### src/rtl/mac_ctrl_pkg.sv
// Shared types and default constants for the MAC job sequencer and the mac_unit it drives.
package mac_ctrl_pkg;

   typedef enum logic [2:0] {
      IDLE,
      CLEAR,
      STREAM,
      DRAIN,
      DONE
   } mac_seq_state_e;

   localparam int DEFAULT_DATA_W       = 8;
   localparam int DEFAULT_ACC_W        = 20;
   localparam int DEFAULT_LEN_W        = 10;
   // Must match the pipeline depth of mac_unit from last enabled edge to a settled accumulator.
   localparam int DEFAULT_DRAIN_CYCLES = 2;

   localparam longint ACC_MAX = (longint'(1) <<< (DEFAULT_ACC_W - 1)) - 1;
   localparam longint ACC_MIN = -(longint'(1) <<< (DEFAULT_ACC_W - 1));

endpackage

### src/rtl/mac_seq_ctrl.sv
// Single-job sequencer for one mac_unit: accept command, clear, stream K operand pairs,
// wait out the MAC latency, then hold the captured result until it is accepted.
module mac_seq_ctrl
   import mac_ctrl_pkg::*;
#(
   parameter int DATA_W       = DEFAULT_DATA_W,
   parameter int ACC_W        = DEFAULT_ACC_W,
   parameter int LEN_W        = DEFAULT_LEN_W,
   parameter int DRAIN_CYCLES = DEFAULT_DRAIN_CYCLES
) (
   input  logic              clock,
   input  logic              reset,
   input  logic              cmd_valid,
   output logic              cmd_ready,
   input  logic [LEN_W-1:0]  cmd_len,
   input  logic              cmd_int4,
   input  logic              abort,
   input  logic              op_valid,
   output logic              op_ready,
   input  logic [DATA_W-1:0] op_weight,
   input  logic [DATA_W-1:0] op_input,
   output logic              mac_enable,
   output logic              mac_clear_acc,
   output logic              mac_int4_mode,
   output logic [DATA_W-1:0] mac_weight,
   output logic [DATA_W-1:0] mac_input,
   input  logic [ACC_W-1:0]  mac_accumulator,
   output logic              res_valid,
   input  logic              res_ready,
   output logic [ACC_W-1:0]  res_data,
   output logic              res_sat,
   output logic              busy
);

   localparam int DRAIN_W = (DRAIN_CYCLES > 1) ? $clog2(DRAIN_CYCLES) : 1;
   localparam logic [DRAIN_W-1:0] DRAIN_LAST = DRAIN_W'(DRAIN_CYCLES - 1);
   localparam logic [ACC_W-1:0] ACC_MAX_V = {1'b0, {(ACC_W-1){1'b1}}};
   localparam logic [ACC_W-1:0] ACC_MIN_V = {1'b1, {(ACC_W-1){1'b0}}};

   mac_seq_state_e     state_q, state_d;
   logic [LEN_W-1:0]   len_q, len_d;
   logic [LEN_W-1:0]   beat_q, beat_d;
   logic [DRAIN_W-1:0] drain_q, drain_d;
   logic               int4_q, int4_d;
   logic [ACC_W-1:0]   res_data_q, res_data_d;
   logic               res_sat_q, res_sat_d;

   // Abort wins over the stream handshake so an aborting cycle never consumes a beat.
   assign cmd_ready     = (state_q == IDLE);
   assign busy          = (state_q != IDLE);
   assign op_ready      = (state_q == STREAM) && !abort;
   assign mac_enable    = op_valid && op_ready;
   assign mac_clear_acc = (state_q == CLEAR) && !abort;
   assign mac_int4_mode = (state_q != IDLE) && int4_q;
   assign mac_weight    = (state_q == STREAM) ? op_weight : '0;
   assign mac_input     = (state_q == STREAM) ? op_input  : '0;
   assign res_valid     = (state_q == DONE);
   assign res_data      = res_data_q;
   assign res_sat       = res_sat_q;

   always_ff @(posedge clock or posedge reset) begin
      if (reset) begin
         state_q    <= IDLE;
         len_q      <= '0;
         beat_q     <= '0;
         drain_q    <= '0;
         int4_q     <= 1'b0;
         res_data_q <= '0;
         res_sat_q  <= 1'b0;
      end else begin
         state_q    <= state_d;
         len_q      <= len_d;
         beat_q     <= beat_d;
         drain_q    <= drain_d;
         int4_q     <= int4_d;
         res_data_q <= res_data_d;
         res_sat_q  <= res_sat_d;
      end
   end

   always_comb begin
      state_d    = state_q;
      len_d      = len_q;
      beat_d     = beat_q;
      drain_d    = drain_q;
      int4_d     = int4_q;
      res_data_d = res_data_q;
      res_sat_d  = res_sat_q;
      case (state_q)
         IDLE: begin
            if (cmd_valid) begin
               len_d   = cmd_len;
               int4_d  = cmd_int4;
               beat_d  = '0;
               state_d = CLEAR;
            end
         end
         CLEAR: begin
            if (abort) begin
               state_d = IDLE;
            end else begin
               drain_d = '0;
               state_d = (len_q != '0) ? STREAM : DRAIN;
            end
         end
         STREAM: begin
            if (abort) begin
               state_d = IDLE;
            end else if (mac_enable) begin
               beat_d = beat_q + LEN_W'(1);
               if (beat_d == len_q) begin
                  drain_d = '0;
                  state_d = DRAIN;
               end
            end
         end
         DRAIN: begin
            if (abort) begin
               state_d = IDLE;
            end else if (drain_q == DRAIN_LAST) begin
               // An empty job reports zero regardless of what the accumulator shows.
               res_data_d = (len_q == '0) ? '0 : mac_accumulator;
               res_sat_d  = (len_q != '0) &&
                            ((mac_accumulator == ACC_MAX_V) || (mac_accumulator == ACC_MIN_V));
               state_d    = DONE;
            end else begin
               drain_d = drain_q + DRAIN_W'(1);
            end
         end
         DONE: begin
            if (res_ready) state_d = IDLE;
         end
         default: state_d = IDLE;
      endcase
   end

endmodule
### config.mk
export PLATFORM = sky130hd
export DESIGN_NAME = mac_seq_ctrl
export DESIGN_NICKNAME = d
export VERILOG_FILES = /design/src/rtl/mac_ctrl_pkg.sv /design/src/rtl/mac_seq_ctrl.sv
export SDC_FILE = /design/constraint.sdc
export NUM_CORES = 1
export LEC_CHECK = 0
export BUFFER_PORTS_ARGS = -buffer_cell sky130_fd_sc_hd__buf_2
export CAP_MARGIN = 25
export CORE_ASPECT_RATIO = 1.2
export CORE_MARGIN = 4
export CORE_UTILIZATION = 55
export CTS_BUF_LIST = sky130_fd_sc_hd__clkbuf_2 sky130_fd_sc_hd__clkbuf_4 sky130_fd_sc_hd__clkbuf_8
export DETAILED_ROUTE_END_ITERATION = 8
export GPL_TIMING_DRIVEN = 0
export MAX_ROUTING_LAYER = met4
export PLACE_DENSITY = 0.88
export SYNTH_ARGS = -nofsm -noshare
export SYNTH_HDL_FRONTEND = slang
export SYNTH_SLANG_ARGS = --single-unit
### constraint.sdc
create_clock -name clock -period 4.05 [get_ports clock]
set_input_delay 0.81 -clock clock [delete_from_list [all_inputs] [get_ports clock]]
set_output_delay 0.81 -clock clock [all_outputs]
set_load 0.005 [all_outputs]
Word-level counts from Yosys, hierarchy flattened
Index checks and enable logic that the tools add are counted.
Widths: inputs -> output; s select.
{"block": "word_totals", "in_bits": 53, "register_bits": 46, "elab_cells": 69}
{"block": "classes", "add_sub_neg": 2, "reduce_logical": 18, "mux": 24, "eq_ne": 17, "n_bitwise": 1}
{"op": "$mux 10", "count": 3}
{"op": "$mux 3", "count": 7}
{"op": "$eq 20x19->1 const B", "count": 1}
{"op": "$eq 20x20->1 const B", "count": 1}
{"op": "$mux 20", "count": 1}
{"op": "$pmux 10 s2", "count": 1}
{"op": "$mux 8", "count": 2}
{"op": "$pmux 3 s5", "count": 1}
{"op": "$add 10x1->10 const B", "count": 1}
{"op": "$eq 10x10->1", "count": 1}
{"op": "$logic_not 10->1", "count": 1}
{"op": "$ne 2x2->1 const B", "count": 5}
{"op": "$reduce_bool 10->1", "count": 1}
{"op": "$mux 1", "count": 7}
{"op": "$eq 3x2->1 const B", "count": 2}
{"op": "$ne 3x3->1 const B", "count": 2}
{"op": "$reduce_and 6->1", "count": 1}
{"op": "$reduce_bool 3->1", "count": 2}
{"op": "$logic_and 1x1->1", "count": 5}
{"op": "$reduce_and 5->1", "count": 1}
{"op": "$ne 2x1->1 const B", "count": 2}
{"op": "$reduce_and 4->1", "count": 1}
{"op": "$eq 3x1->1 const B", "count": 1}
{"op": "$eq 3x3->1 const B", "count": 1}
{"op": "11 further kinds", "count": 11}

Depth between registers and ports, before layout
Gate-level depths: netlist of the first run.
{"block": "logic_depth", "word_depth": 6, "mapped_depth": 8, "mapped_depth_nobuf": 7}

Worst setup path before layout of the first run
OpenSTA, ideal clock, no wires.
{"block": "synth_timing", "path_type": "input to output", "from": "input port abort", "to": "output port mac_enable", "path_buffers": 0, "setup_slack_ps": 1754, "t_required_ps": 3240, "cell_stages": 3, "arrival_time_ps": 1486, "path_cell_list": "nor4b_2 > nand2_1 > inv_1"}
{"block": "synth_between", "elab_chain_cells": 3}
{"item": "start: declaration", "line": "mac_seq_ctrl.sv:17", "text": "input logic abort,"}
{"item": "$logic_not 1->1", "line": "mac_seq_ctrl.sv:51", "text": "assign op_ready = (state_q == STREAM) && !abort;"}
{"item": "$logic_and 1x1->1", "line": "mac_seq_ctrl.sv:51"}
{"item": "$logic_and 1x1->1", "line": "mac_seq_ctrl.sv:52", "text": "assign mac_enable = op_valid && op_ready;"}
{"item": "end: declaration", "line": "mac_seq_ctrl.sv:22", "text": "output logic mac_enable,"}
No other way between the ends.

Worst setup path in the final report of the first run
{"block": "layout_timing", "from": "register state_q[1]", "to": "output port mac_weight[6]"}
{"block": "layout_between", "elab_chain_cells": 2}
{"item": "start: declaration", "line": "mac_seq_ctrl.sv:40", "text": "mac_seq_state_e state_q, state_d;"}
{"item": "start signal: assignment", "line": "mac_seq_ctrl.sv:71", "text": "state_q <= state_d;"}
{"item": "$eq 3x2->1", "line": "mac_seq_ctrl.sv:55", "text": "assign mac_weight = (state_q == STREAM) ? op_weight : '0;"}
{"item": "$mux 8", "line": "mac_seq_ctrl.sv:55"}
{"item": "end: declaration", "line": "mac_seq_ctrl.sv:25", "text": "output logic [DATA_W-1:0] mac_weight,"}
No other way between the ends.

==> results of run 1 <==
power by group:
group          switching (µW)  total [µW]  internal, µW
logic                     343         682           339
clock network             160         351           191
registers                 147         780           633
total                     651        1810          1160
state kept, by name (all words and copies together) (netlist names):
signal and flops:
res_data 20, len_q 10, res_sat 1, beat_q 10, int4_q 1, state_q 3, drain_q 1
how the worst min path moves through the flow:
stage / startpoint / end / slack (ns) / depth (start not counted)
detailed placement: res_data[0] / res_data[0] / 0.47 / 2
floorplan: int4_q / int4_q / 0.47 / 1
CTS: res_data[0] / res_data[0] / 0.49 / 2
finish: res_data[14] / res_data[14] / 0.49 / 2
global route: res_data[15] / res_data[15] / 0.51 / 2
global placement: res_sat / res_sat / 0.46 / 2
metal layers:
layer / global-route usage / vias to the layer above / part of all wire
met2: 0.445 / 64 / 0.53
met1: 0.272 / 1171 / 0.40
met4: 0.0594 / 0 / 0.0096
met5: - / - / 0
met3: 0.0581 / 8 / 0.053
li1: - / 1181 / -
critical path, stage by stage (launching register included):
cell      delay (ns)
dfrtp_1         0.38
clkbuf_1        0.33
nor3b_1         0.55
clkbuf_1        0.31
and2_1          0.17
buf_2           0.11
kinds of logic after synthesis:
kind of cell	synth area share
adders and majority gates	0.00492
xor gates and xnor gates	0.0516
AOI/OAI and AO/OA	0.122
buffers and inverters	0.0354
muxes	0.0526
and+or+nand+nor	0.281
DFF	0.453
cells in the final DEF (no fill, tap or decap), types with 2 or more instances in the layout:
master     n
a21oi_1    4
a31oi_1    3
and2_1    16
and3_1     2
buf_2     99
clkbuf_1  12
clkbuf_8   5
dfrtp_1   46
inv_1      5
mux2_2    11
nand2_1   59
nand2b_1   3
nand3_1    8
nand4_1    7
nor2_1     7
nor2b_1    2
nor3_1     3
nor3b_1    3
nor4_1     7
nor4b_1    2
o21ai_0   31
o31ai_1    3
or3_1      2
or4_1      2
xnor2_1   11
xor2_1     4
metrics by stage:
stage | power, µW | setup WS (ns) | hold WS, ns
global route | 1950 | 0.839 | 0.512
detailed placement | 1470 | 1.36 | 0.467
floorplan | 1160 | 1.75 | 0.471
global placement | 1430 | 1.34 | 0.456
finish | 1810 | 1.09 | 0.485
CTS | 1820 | 1.09 | 0.487
layout make-up:
class / count / area [µm²]
buffer: 16 / 67.6
clock buffer: 6 / 76.3
clock inverter: 2 / 37.5
fill: 339 / 1120
inverter: 6 / 22.5
multi-input combinational: 211 / 1300
sequential: 46 / 1150
tap: 56 / 70.1
timing repair buffer: 97 / 508
==> metrics.md, run 1 <==
| Metric | Value |
|---|---|
| Worst-path clk slew | `approximately 0.090 ns` |
| Iter 0 DRT Violations | `93` |
| Port bufs | `96` |
| Status | `finished with violations` |
| Critical Path Start | `state_q[1]` |
| Synth top cells by count | `nand2_1, dfrtp_1, o21ai_0, and2_1, clkbuf_1` |
| Hold crit path type | `reg -> reg` |
| Worst setup EP type | `primary output` |
| Top cells by area, synth | `dfrtp_1, nand2_1, o21ai_0` |
| Largest net degree at the start of global routing | `25` |
| CTS tree | `yes` |
| Yosys top cell area share | `0.453` |
| Post-detailed-route count of antenna-violating nets | `0` |
| Residual DRC | `1` |
| Final Hold Fails | `0` |
| Total core area | `4360 µm²` |
| Worst skew pair latency | `approximately 0.30 ns` |
| Final period util | `0.732` |
| Synth cell types | `47` |
| Cell Area, Synth | `2540 µm²` |
| Die Y | `roughly 82 µm` |
| Fin cells | `440` |
| Number of global-route vias before repair | `2423` |
| Boundary pin count | `97` |
| Synth-to-Final Area Change | `27.2%` |
| Number of core rows | `26` |
| Number of max-cap violations | `0` |
| Most numerous cell in the Yosys netlist | `nand2_1` |
| Post-CTS Hold Buffers | `0` |
| Data arrival time of the critical path | `2.15 ns` |
| Total of warnings raised by yosys | `0` |
| Final setup viols | `0` |
| GRT Util Overall | `0.244` |
| PwrDens | `560 nW/µm²` |
| Post-synth top area cell | `dfrtp_1` |
| Ys async rst share | `1.00` |
| Reg2reg start | `beat_q[0]` |
| CTS Buffer Depth | `2` |
| Final HPWL DP | `roughly 5000 µm` |
| Peak supply drop | `between 0.4 and 0.5 mV` |
| CP Class | `reg -> out` |
| Startpoint types | `flip-flop` |
| Mean Syn Cell Area | `around 9.1 µm²` |
| Syn_nets | `between 300 and 400` |
| GP Congestion | `between 0.8 and 0.9` |
| Post-Syn Instances | `about 280` |
| Post-synthesis sequential area ratio | `0.453` |
| Total wire length | `roughly 6700 µm` |
| Post-CTS Repair Setup Buffers | `0` |
| DP Area | `3120 µm²` |
| Worst-path maximum fanout | `10` |
| Worst Path Required | `3.24 ns` |
| Worst Skew | `0.00590 ns` |
| Die X | `70.1 µm` |
| Root Driver | `clkbuf_8` |
| Final slew viol count | `0` |
| Flops & latches, synth | `between 40 and 50` |
| Vias per cell | `5.51` |
| CP Capture Point | `mac_weight[6]` |
| Reg-to-reg endpoint | `drain_q` |
| H-tree levels | `2` |
| Nets | `~440` |
| Worst slew pin tran | `approximately 0.6 ns` |
| Slew margin rel. | `0.595` |
| Worst reg2reg path depth | `8` |
| Cts repair resizes | `0` |
| Initial DRT Pass Iterations | `7` |
| Setup TNS | `0 ns` |
| DP Cell Count | `432` |
| Reg2reg setup slack | `approximately 1.8 ns` |
| Global-route wire length before repair | `between 10000 and 15000 µm` |
| Initial antenna violation count | `0` |
| Layout cells sized above 1 | `0.344` |
| Final Critical Period | `just under 3 ns` |
| Maximum clock rate | `between 300 and 400 MHz` |
| Antenna Cells | `0` |
| Final core occ | `0.742` |
| # clock sinks | `46` |
| Grt ovf | `0` |
| Pleak | `around 0.0015 µW` |
| Die ar. | `slightly below 6000 µm²` |
| RSZ-0062 raised after global routing | `no` |
| DR vias | `roughly 2400` |
| CTS Buf Count | `5` |
| DR WL/cell | `approximately 15 µm` |
| Failing checks | `design-rule violations` |
| Initial Util | `0.584` |
| Main synth FF type | `dfrtp_1` |
| Fin area | `3240 µm²` |
| Post-synth EDFFs | `0` |
(Power assumes the default switching activity.)
==> run 2, diff against run 1 <==
--- a/config.mk
+++ b/config.mk
@@ -5,16 +5,17 @@
 export SDC_FILE = /design/constraint.sdc
 export NUM_CORES = 1
 export LEC_CHECK = 0
+export ABC_AREA = 1
 export BUFFER_PORTS_ARGS = -buffer_cell sky130_fd_sc_hd__buf_2
 export CAP_MARGIN = 25
 export CORE_ASPECT_RATIO = 1.2
 export CORE_MARGIN = 4
-export CORE_UTILIZATION = 55
+export CORE_UTILIZATION = 50
 export CTS_BUF_LIST = sky130_fd_sc_hd__clkbuf_2 sky130_fd_sc_hd__clkbuf_4 sky130_fd_sc_hd__clkbuf_8
 export DETAILED_ROUTE_END_ITERATION = 8
 export GPL_TIMING_DRIVEN = 0
 export MAX_ROUTING_LAYER = met4
-export PLACE_DENSITY = 0.88
+export PLACE_DENSITY = 0.82
 export SYNTH_ARGS = -nofsm -noshare
 export SYNTH_HDL_FRONTEND = slang
 export SYNTH_SLANG_ARGS = --single-unit
==> constraint.sdc (replaced) <==
create_clock -name clock -period 2.8 [get_ports clock]
set_input_delay 0.56 -clock clock [delete_from_list [all_inputs] [get_ports clock]]
set_output_delay 0.56 -clock clock [all_outputs]
set_load 0.005 [all_outputs]
==> metrics.md, run 2 <==
| Metric | Value |
|---|---|
| Final Hold Fails | `0` |
| Leading cell type in the layout, fill and taps excluded | `buf_2` |
| Worst-path clk slew | `about 0.09 ns` |
| Synth Area in Adders | `0.00505` |
| Antenna Cells | `0` |
| Post-synthesis sequential area ratio | `0.465` |
| Post-synth EDFFs | `0` |
| Root Driver | `clkbuf_8` |
| DR vias | `~2500` |
| Number of max-cap violations | `0` |
| Initial antenna violation count | `0` |
| Final Critical Period | `between 2 and 2.5 ns` |
| PwrDens | `~750 nW/µm²` |
| Total wire length | `approximately 6500 µm` |
| CP max stage delay | `0.44 ns` |
| Hold_ws | `between 0.1 and 0.15 ns` |
| Worst Path Required | `between 2 and 2.5 ns` |
| CTS tree | `yes` |
| Die ar. | `6150 µm²` |
| Post-synth top area cell | `dfrtp_1` |
| Top Family by Delay on Critical Path | `buffers and inverters` |
| Startpoint types | `flip-flop` |
| GP Congestion | `0.886` |
| Cell Area, Synth | `roughly 2500 µm²` |
| Worst skew pair latency | `about 0.3 ns` |
| Port bufs | `96` |
| Residual DRC | `0` |
| Pleak | `~0.0018 µW` |
| Total of warnings raised by yosys | `0` |
| Hold crit path type | `in -> async` |
| Post-CTS Repair Setup Buffers | `0` |
| Commonest non-fill, non-tap cells in the layout | `buf_2, nand2_1, inv_1` |
| Simple-gate area share of the yosys netlist | `0.304` |
| DP Cell Count | `between 400 and 500` |
| Vias per cell | `between 5 and 6` |
| Status | `finished, final reports clean` |
| Syn_nets | `roughly 380` |
| Post-CTS Hold Buffers | `0` |
| Post-detailed-route count of antenna-violating nets | `0` |
| Setup TNS | `0 ns` |
| Ys async rst share | `1.00` |
| Pwr Total | `~2400 µW` |
| Main synth FF type | `dfrtp_1` |
| Maximum clock rate | `413 MHz` |
| CP cell instances | `inv_1, nand2_1, nor2_1, inv_2, nor2_4, nand2_2, inv_1, buf_2` |
| Compound-cell area share of the yosys netlist | `0.105` |
| Boundary pin count | `97` |
| Data arrival time of the critical path | `approximately 1.9 ns` |
| Largest family of logic cells by synthesized area | `simple AND/OR/NAND/NOR gates` |
| Synth top cells by count | `nand2_1, inv_1, nor2_1, dfrtp_1, nand3_1` |
| CTS Buffer Depth | `2` |
| Multiplexer share of the synthesized area | `0.0136` |
| Mean Syn Cell Area | `approximately 7.5 µm²` |
| Top cells by area, synth | `dfrtp_1, nand2_1, inv_1` |
| Nets | `between 400 and 500` |
| H-tree levels | `2` |
| Worst Skew | `between 0.005 and 0.006 ns` |
| CP Class | `reg -> out` |
| Worst-path maximum fanout | `8` |
| Global-route wire length before repair | `between 10000 and 15000 µm` |
| Number of core rows | `27` |
| Initial DRT Pass Iterations | `4` |
| Final slew viol count | `0` |
| GRT Util Overall | `0.228` |
| Die Y | `~85 µm` |
| Max reg flops | `20` |
| Worst slew pin tran | `between 0.5 and 0.6 ns` |
| Die X | `~72 µm` |
| Initial Util | `0.528` |
| Final core occ | `0.674` |
| Fin cells | `a little under 500` |
| Post-Syn Instances | `between 300 and 400` |
| Final period util | `0.864` |
| Fill count | `a little over 400` |
| Yosys top cell area share | `0.465` |
| Cts repair resizes | `0` |
| Iter 0 DRT Violations | `200` |
| Slew margin rel. | `0.624` |
| Final setup viols | `0` |
| Flops & latches, synth | `between 40 and 50` |
| Layout cells sized above 1 | `0.285` |
| Total core area | `4700 µm²` |
| XOR/XNOR Fraction of Synth Area | `0.00707` |
| Number of global-route vias before repair | `between 2000 and 3000` |
| RSZ-0062 raised after global routing | `no` |
| Synth-to-Final Area Change | `27.7%` |
| Most numerous cell in the Yosys netlist | `nand2_1` |
| Crit-path most repeated cell | `inv_1` |
| Synth cell types | `29` |
| Largest net degree at the start of global routing | `44` |
| Worst Path Buf+Inv | `4` |
| # clock sinks | `46` |
| DR WL/cell | `~13 µm` |
| Worst setup EP type | `primary output` |
| Grt ovf | `0` |
| Peak supply drop | `around 0.42 mV` |
| CP max-delay cell | `dfrtp_1` |
| CTS Buf Count | `5` |
| Final HPWL DP | `roughly 5000 µm` |
-- run 2: cells by family after synthesis --
kind of cell,after synthesis
flops,46
compound gates,43
simple gates,170
fa+ha+maj,1
xor+xnor,2
buf+inv,65
mux,3
-- run 2: stage by stage --
step / instance area, µm² / worst slack [ns]
CTS: 3160 / 0.386
floorplan: 2480 / 1.12
global placement: 3030 / 0.558
detailed placement: 3050 / 0.733
finish: 3160 / 0.382
global route: 3160 / 0.233
-- run 2: worst paths after layout --
kind | from | to | slack [ns] | depth (start not counted)
max in group asynchronous | reset | beat_q[9] | 2.27 | 3
max reg2reg | beat_q[0] | state_q[1] | 0.87 | 14
min | reset | res_data[15] | 0.11 | 2
min reg2reg | res_sat | res_sat | 0.50 | 2
min in group clock | cmd_len[1] | len_q[1] | 0.49 | 2
max | state_q[2] | mac_enable | 0.38 | 8
-- run 2: layout make-up --
| cell class | count | area (µm²) | area share |
|---|---|---|---|
| Clock buffer | 6 | 76.3 | 0.0241 |
| Timing Repair Buffer | 97 | 500 | 0.158 |
| Sequential cell | 46 | 1150 | 0.364 |
| Inverter | 58 | 218 | 0.0688 |
| Buffer | 7 | 31.3 | 0.00989 |
| Clock inverter | 2 | 37.5 | 0.0119 |
| Tap cell | 58 | 72.6 | 0.0229 |
| Multi-Input combinational cell | 219 | 1080 | 0.340 |
-- run 2: power breakdown --
part	internal (µW)	switching (µW)
clock	276	226
sequential	864	136
combinational	380	480
total	1520	841
-- run 2: routing by layer --
metal  vias up  GRT usage  wire length (µm)
li1       1256          -                 -
met1      1142      0.263              2580
met2       113      0.374              3290
met3        21     0.0391               452
met4         0      0.121               197
met5         -          -                 0
-- run 2: worst register-to-register path, cell delays in order (launching register included) --
cell	delay (ns)
dfrtp_1	0.45
ha_1	0.24
nand2_2	0.10
nor2_4	0.15
nand2_1	0.07
nand2_1	0.08
nand2_1	0.08
nand2_1	0.06
nand2_1	0.05
nor2_1	0.12
nand4_1	0.13
nand2_1	0.11
nand2_1	0.06
nand2_1	0.06
nand2_1	0.05
